## src/rtl/alu_arbiter.sv

```systemverilog
// Two-requester front end for one shared combinational ALU, one operation in flight.
// Define ALU_ARB_RR_EN to get round-robin between simultaneous requests; otherwise requester 0 wins.
module alu_arbiter #(
    parameter int OP_W = 6,
    parameter int DW   = 32
) (
    input  logic            clk,
    input  logic            rst,
    input  logic            req0_valid,
    output logic            req0_ready,
    input  logic [DW-1:0]   req0_a,
    input  logic [DW-1:0]   req0_b,
    input  logic [OP_W-1:0] req0_op,
    input  logic            req1_valid,
    output logic            req1_ready,
    input  logic [DW-1:0]   req1_a,
    input  logic [DW-1:0]   req1_b,
    input  logic [OP_W-1:0] req1_op,
    output logic            rsp0_valid,
    input  logic            rsp0_ready,
    output logic [DW-1:0]   rsp0_data,
    output logic            rsp1_valid,
    input  logic            rsp1_ready,
    output logic [DW-1:0]   rsp1_data,
    output logic [DW-1:0]   alu_a,
    output logic [DW-1:0]   alu_b,
    output logic [OP_W-1:0] alu_op,
    input  logic [DW-1:0]   alu_c
);

    // state | meaning
    // IDLE  | waiting for a request; ready offered to the granted requester
    // EXEC  | latched operands on the ALU, result captured at cycle end
    // RESP  | result offered to the owner until it takes it
    typedef enum logic [1:0] {
        IDLE = 2'd0,
        EXEC = 2'd1,
        RESP = 2'd2
    } state_t;

    state_t          state_q, state_d;
    logic            owner_q, owner_d;
    logic [DW-1:0]   a_q, a_d;
    logic [DW-1:0]   b_q, b_d;
    logic [OP_W-1:0] op_q, op_d;
    logic [DW-1:0]   res_q, res_d;
    logic            live_q;
    logic            grant_id;
    logic            accept;
    logic            owner_rsp_ready;
    logic            exec_out;
    logic            resp_out;

`ifdef ALU_ARB_RR_EN
    logic prio_q, prio_d;

    always_comb begin
        grant_id = (req0_valid && req1_valid) ? prio_q : !req0_valid;
        prio_d   = accept ? !grant_id : prio_q;
    end

    always_ff @(posedge clk) begin
        if (rst) prio_q <= 1'b0;
        else     prio_q <= prio_d;
    end
`else
    always_comb begin
        grant_id = !req0_valid;
    end
`endif

    // live_q keeps every requester stalled for the first cycle out of reset
    assign accept          = (state_q == IDLE) && live_q && !rst && (req0_valid || req1_valid);
    assign req0_ready      = accept && !grant_id;
    assign req1_ready      = accept && grant_id;
    assign owner_rsp_ready = owner_q ? rsp1_ready : rsp0_ready;

    always_comb begin
        state_d = state_q;
        owner_d = owner_q;
        a_d     = a_q;
        b_d     = b_q;
        op_d    = op_q;
        res_d   = res_q;
        case (state_q)
            IDLE: begin
                if (accept) begin
                    owner_d = grant_id;
                    a_d     = grant_id ? req1_a  : req0_a;
                    b_d     = grant_id ? req1_b  : req0_b;
                    op_d    = grant_id ? req1_op : req0_op;
                    state_d = EXEC;
                end
            end
            EXEC: begin
                res_d   = alu_c;
                state_d = RESP;
            end
            RESP: begin
                if (owner_rsp_ready) state_d = IDLE;
            end
            default: state_d = IDLE;
        endcase
    end

    always_ff @(posedge clk) begin
        if (rst) begin
            state_q <= IDLE;
            owner_q <= 1'b0;
            a_q     <= '0;
            b_q     <= '0;
            op_q    <= '0;
            res_q   <= '0;
            live_q  <= 1'b0;
        end else begin
            state_q <= state_d;
            owner_q <= owner_d;
            a_q     <= a_d;
            b_q     <= b_d;
            op_q    <= op_d;
            res_q   <= res_d;
            live_q  <= 1'b1;
        end
    end

    assign exec_out   = (state_q == EXEC) && !rst;
    assign resp_out   = (state_q == RESP) && !rst;
    assign alu_a      = exec_out ? a_q  : '0;
    assign alu_b      = exec_out ? b_q  : '0;
    assign alu_op     = exec_out ? op_q : '0;
    assign rsp0_valid = resp_out && !owner_q;
    assign rsp1_valid = resp_out && owner_q;
    assign rsp0_data  = rsp0_valid ? res_q : '0;
    assign rsp1_data  = rsp1_valid ? res_q : '0;

endmodule

```

## config.mk

```make
export PLATFORM = sky130hd
export DESIGN_NAME = alu_arbiter
export DESIGN_NICKNAME = d
export VERILOG_FILES = /design/src/rtl/alu_arbiter.sv
export SDC_FILE = /design/constraint.sdc
export NUM_CORES = 1
export LEC_CHECK = 0
export BUFFER_PORTS_ARGS = -buffer_cell sky130_fd_sc_hd__buf_4
export CAP_MARGIN = 40
export CORE_ASPECT_RATIO = 0.6
export CORE_MARGIN = 2
export CORE_UTILIZATION = 49
export CTS_BUF_LIST = sky130_fd_sc_hd__clkbuf_16
export DETAILED_ROUTE_END_ITERATION = 6
export HOLD_SLACK_MARGIN = 0.12
export MAX_ROUTING_LAYER = met4
export PLACE_DENSITY = 0.88
export SYNTH_ARGS = -nofsm -noshare
export SYNTH_HDL_FRONTEND = slang
export SYNTH_SLANG_ARGS = --single-unit
```

## constraint.sdc

```tcl
create_clock -name clk -period 3.3 [get_ports clk]
set_input_delay 0.825 -clock clk [delete_from_list [all_inputs] [get_ports clk]]
set_output_delay 0.825 -clock clk [all_outputs]
set_load 0.02 [all_outputs]
```

==> summary by stage <==
CTS
Clock latency on the worst-skew pair, taken at its later pin, is 340 ps. The CTS buffer count is 9. The clock slew seen by the registers of the worst setup and hold paths is 70 ps. The clock tree from TritonCTS is done. The TritonCTS sink count is 106. The number of post-CTS setup repair buffers is 0. The number of buffers between clock root and the deepest sink is 2. The H-tree was split into 3 levels. The clock root buffer master is clkbuf_16. The count of hold buffers inserted by post-cts repair is 0.

The number of gates resized after CTS was 0.

Detailed routing
The total wire length after detailed routing is 18.32 mm. Before antenna repair, the detailed router went through 4 iterations. The total via count in the routed design is 5714. In the routed layout, each cell is associated on average with a via count of 5.330. In this run the remaining antenna-violating nets after routing total 0.

The routed length per placed instance is 17.09 um. In the routed design, unresolved DRC markers number 0. The violation count after the first detailed-route iteration is 231.

Synth
For this run, the number of Yosys warnings is 0. Summing every instance area after synthesis gives 0.005838 mm^2. The most common cell in the synthesized netlist is dfxtp_1. Synthesis handed over a netlist of 633 instances.

In this run, synthesis produced a sequential element count of 106. In the post-synthesis netlist, the biggest area contributors are dfxtp_1, a211oi_2, mux2i_1. The number of distinct library cell variants in the gate-level netlist after synthesis is 25. The synthesized design spends more area on one cell type than any other, namely dfxtp_1. The share of flip-flops with an asynchronous set or reset after synthesis is 0%. The most used flip-flop cell after synthesis is dfxtp_1. Yosys mapped a number of flops with a built-in enable equal to 0. The post-synthesis average cell area is 9.223 um^2. The post-synthesis net count is 811.

Counting instances in the post-synthesis netlist gives the leading cell types as dfxtp_1, a21oi_1, mux2i_1. After synthesis, the largest area contributor takes up 36.35% of total cell area. The fraction of the yosys area taken by sequential cells is 36.35%.

STA
The final number of max-transition violations is 0. The final period demand of the worst path is 2844 ps. The remaining max-slew budget at the tightest pin is 44.85%.

Based on the critical path, the design can be clocked at up to 351.6 MHz. Setup violations remaining at the end of the flow were counted as 0. The number of endpoints with negative hold slack in the final report is 0. Clock skew on the completed layout was measured at 5.978 ps.

The fraction of the cycle the final worst path needs is 86.18%. Setup total negative slack on the finished layout was measured at 0 ps. For the pin with the worst max-slew slack, the measured transition is 827.3 ps.

Setup repair after global routing left no endpoint under its margin.

Setup path
The family with the most delay on the worst path is simple AND/OR/NAND/NOR gates. The cell that appears most often on the critical path is buf_4. The worst path required time is 2470 ps.

The critical path arrival is 2020 ps. The largest incremental delay on the critical path is 660 ps. The category of the worst setup path launch point is an input port. Along the worst path, the maximum fanout reaches 33. The critical path capture point type is a primary output. For this design, the slowest cell found on the critical path is and4bb_2. The number of buffers and inverters on the critical path is 2.

The start-to-end type of the worst setup path is input port to primary output. Walking the worst path, the cells encountered are buf_4 > and4bb_2 > and2_1 > buf_4.

Die
For this design the top-level I/O count stands at 316. Once the floorplan was initialized, standard cells occupied 50.99% of the core. The core region is 0.01145 mm^2.

After floorplanning, the core was divided into 30 placement rows. The overall die height is 88.55 um. The die area is 0.01283 mm^2. The floorplan die width is 144.9 um.

Power and ir drop
IR analysis of the VDD net gives a maximum drop of 0.0002657 V. The static leakage is 4.059 nW. In this run the power density over the cells is 355.1 mW/mm^2.

Global route
Entering global routing, the biggest net connects 72 pins. For this run the aggregate overflow at the end of global routing stands at 0. The number of antenna violations at the first check in global routing was 0. The total global-route track usage is 28.11%. The number of global-route vias before repair is 5441. The wire length of the first global-routing pass is 28.08 mm.

Layout
The antenna cell count is 0. The layout overhead on the synthesized area is 44.71%. The net count reported at finish is 1085. The fill cell instance count of the final layout is 844. The final standard cell utilization of the core is 73.79%. Of the cells placed in the final design, the portion with a size suffix greater than 1 is 46.49%.

Run
Across the run, the number of max-cap violations was 0.

Placement
The number of input and output port buffers inserted is 315. Routability-driven placement finished with a final weighted congestion of 0.8190. The post-detailed-placement half-perimeter wirelength is 13.30 mm.

Status
The run finished with clean final reports.

Hold path
The min-delay analysis places its worst path in the category flip-flop to flip-flop.
worst paths after layout:
check                                              from                     end  slack [ps]  depth (start not counted)
worst min register to register   res_q[14]$_SDFFE_PP0N_  res_q[14]$_SDFFE_PP0N_         470                          2
worst max-delay path                                rst            rsp1_data[1]         460                          4
worst min-delay path             res_q[14]$_SDFFE_PP0N_  res_q[14]$_SDFFE_PP0N_         470                          2
worst max register to register  state_q[1]$_SDFFE_PP0P_     a_q[9]$_SDFFE_PP0P_        1350                          4
worst register-to-register path, delay by kind of cell, from the launching register on:
| family | cells | cell delay [ps] |
|---|---|---|
| flip-flops | 1 | 390 |
| AO/OA/AOI/OAI | 2 | 520 |
| AND/OR/NAND/NOR | 1 | 330 |
| buffers and inverters | 1 | 630 |
sequential cells by signal, indices dropped and copies added, names as in the netlist:
register  cells
a_q          32
b_q          32
live_q        1
op_q          6
owner_q       1
res_q        32
state_q       2
cell usage in the layout (no fill, tap or decap), types with 2 or more instances in the layout:
cell         n
a211oi_2    69
and3_1      70
clkbuf_16    9
and2_1      65
dfxtp_1    106
inv_6        2
a21oi_1    104
buf_4      330
buf_12       3
clkinv_2     3
inv_1        2
nand2_1     64
nor3_1       2
mux2i_1     71
layer usage:
metal,part of all wire [%],global-route usage [%],vias up
met5,0,-,-
li1,-,-,2798
met2,49,46.80,201
met4,1.5,6.661,0
met1,43,34.43,2693
met3,6.7,7.835,22
logic make-up (layout without fill, tap and decap cells):
logic type	Yosys count	after routing	share of synthesized area, %
AOI/OAI and AO/OA	174	174	23.83
DFF	106	106	36.35
muxes	71	71	12.17
and+or+nand+nor	211	211	20.64
buffers and inverters	71	350	7.008
per-stage QoR:
stage               power, mW  cells  worst slack (ps)  hold WS [ps]  area [um^2]
global route            3.135   1072             394.6         484.1         8448
CTS                     3.018   1072             454.9         466.3         8448
detailed placement      2.023   1056             455.4         456.2         8178
finish                  3.000   1072             456.2         467.8         8448
global placement        2.007   1056             505.0         448.9         8178
floorplan               1.783    633             454.8         440.1         5838
area by class of cell:
type,instances,area (um^2),share of cell area [%]
multi-input cells,456,3314,39.23
repair buffers,333,2537,30.04
flip-flops and latches,106,2122,25.12
clock buffers,9,225.2,2.666
well taps,160,200.2,2.370
clock inverters,7,45.04,0.5332
inverters,1,3.754,0.04443
power by group:
group	internal, mW	switching (mW)	total (mW)
Clock	0.513	0.490	1.00
Sequential	1.36	0.0435	1.40
Combinational	0.295	0.301	0.596
Note: power is estimated with default switching activity, not from simulation.
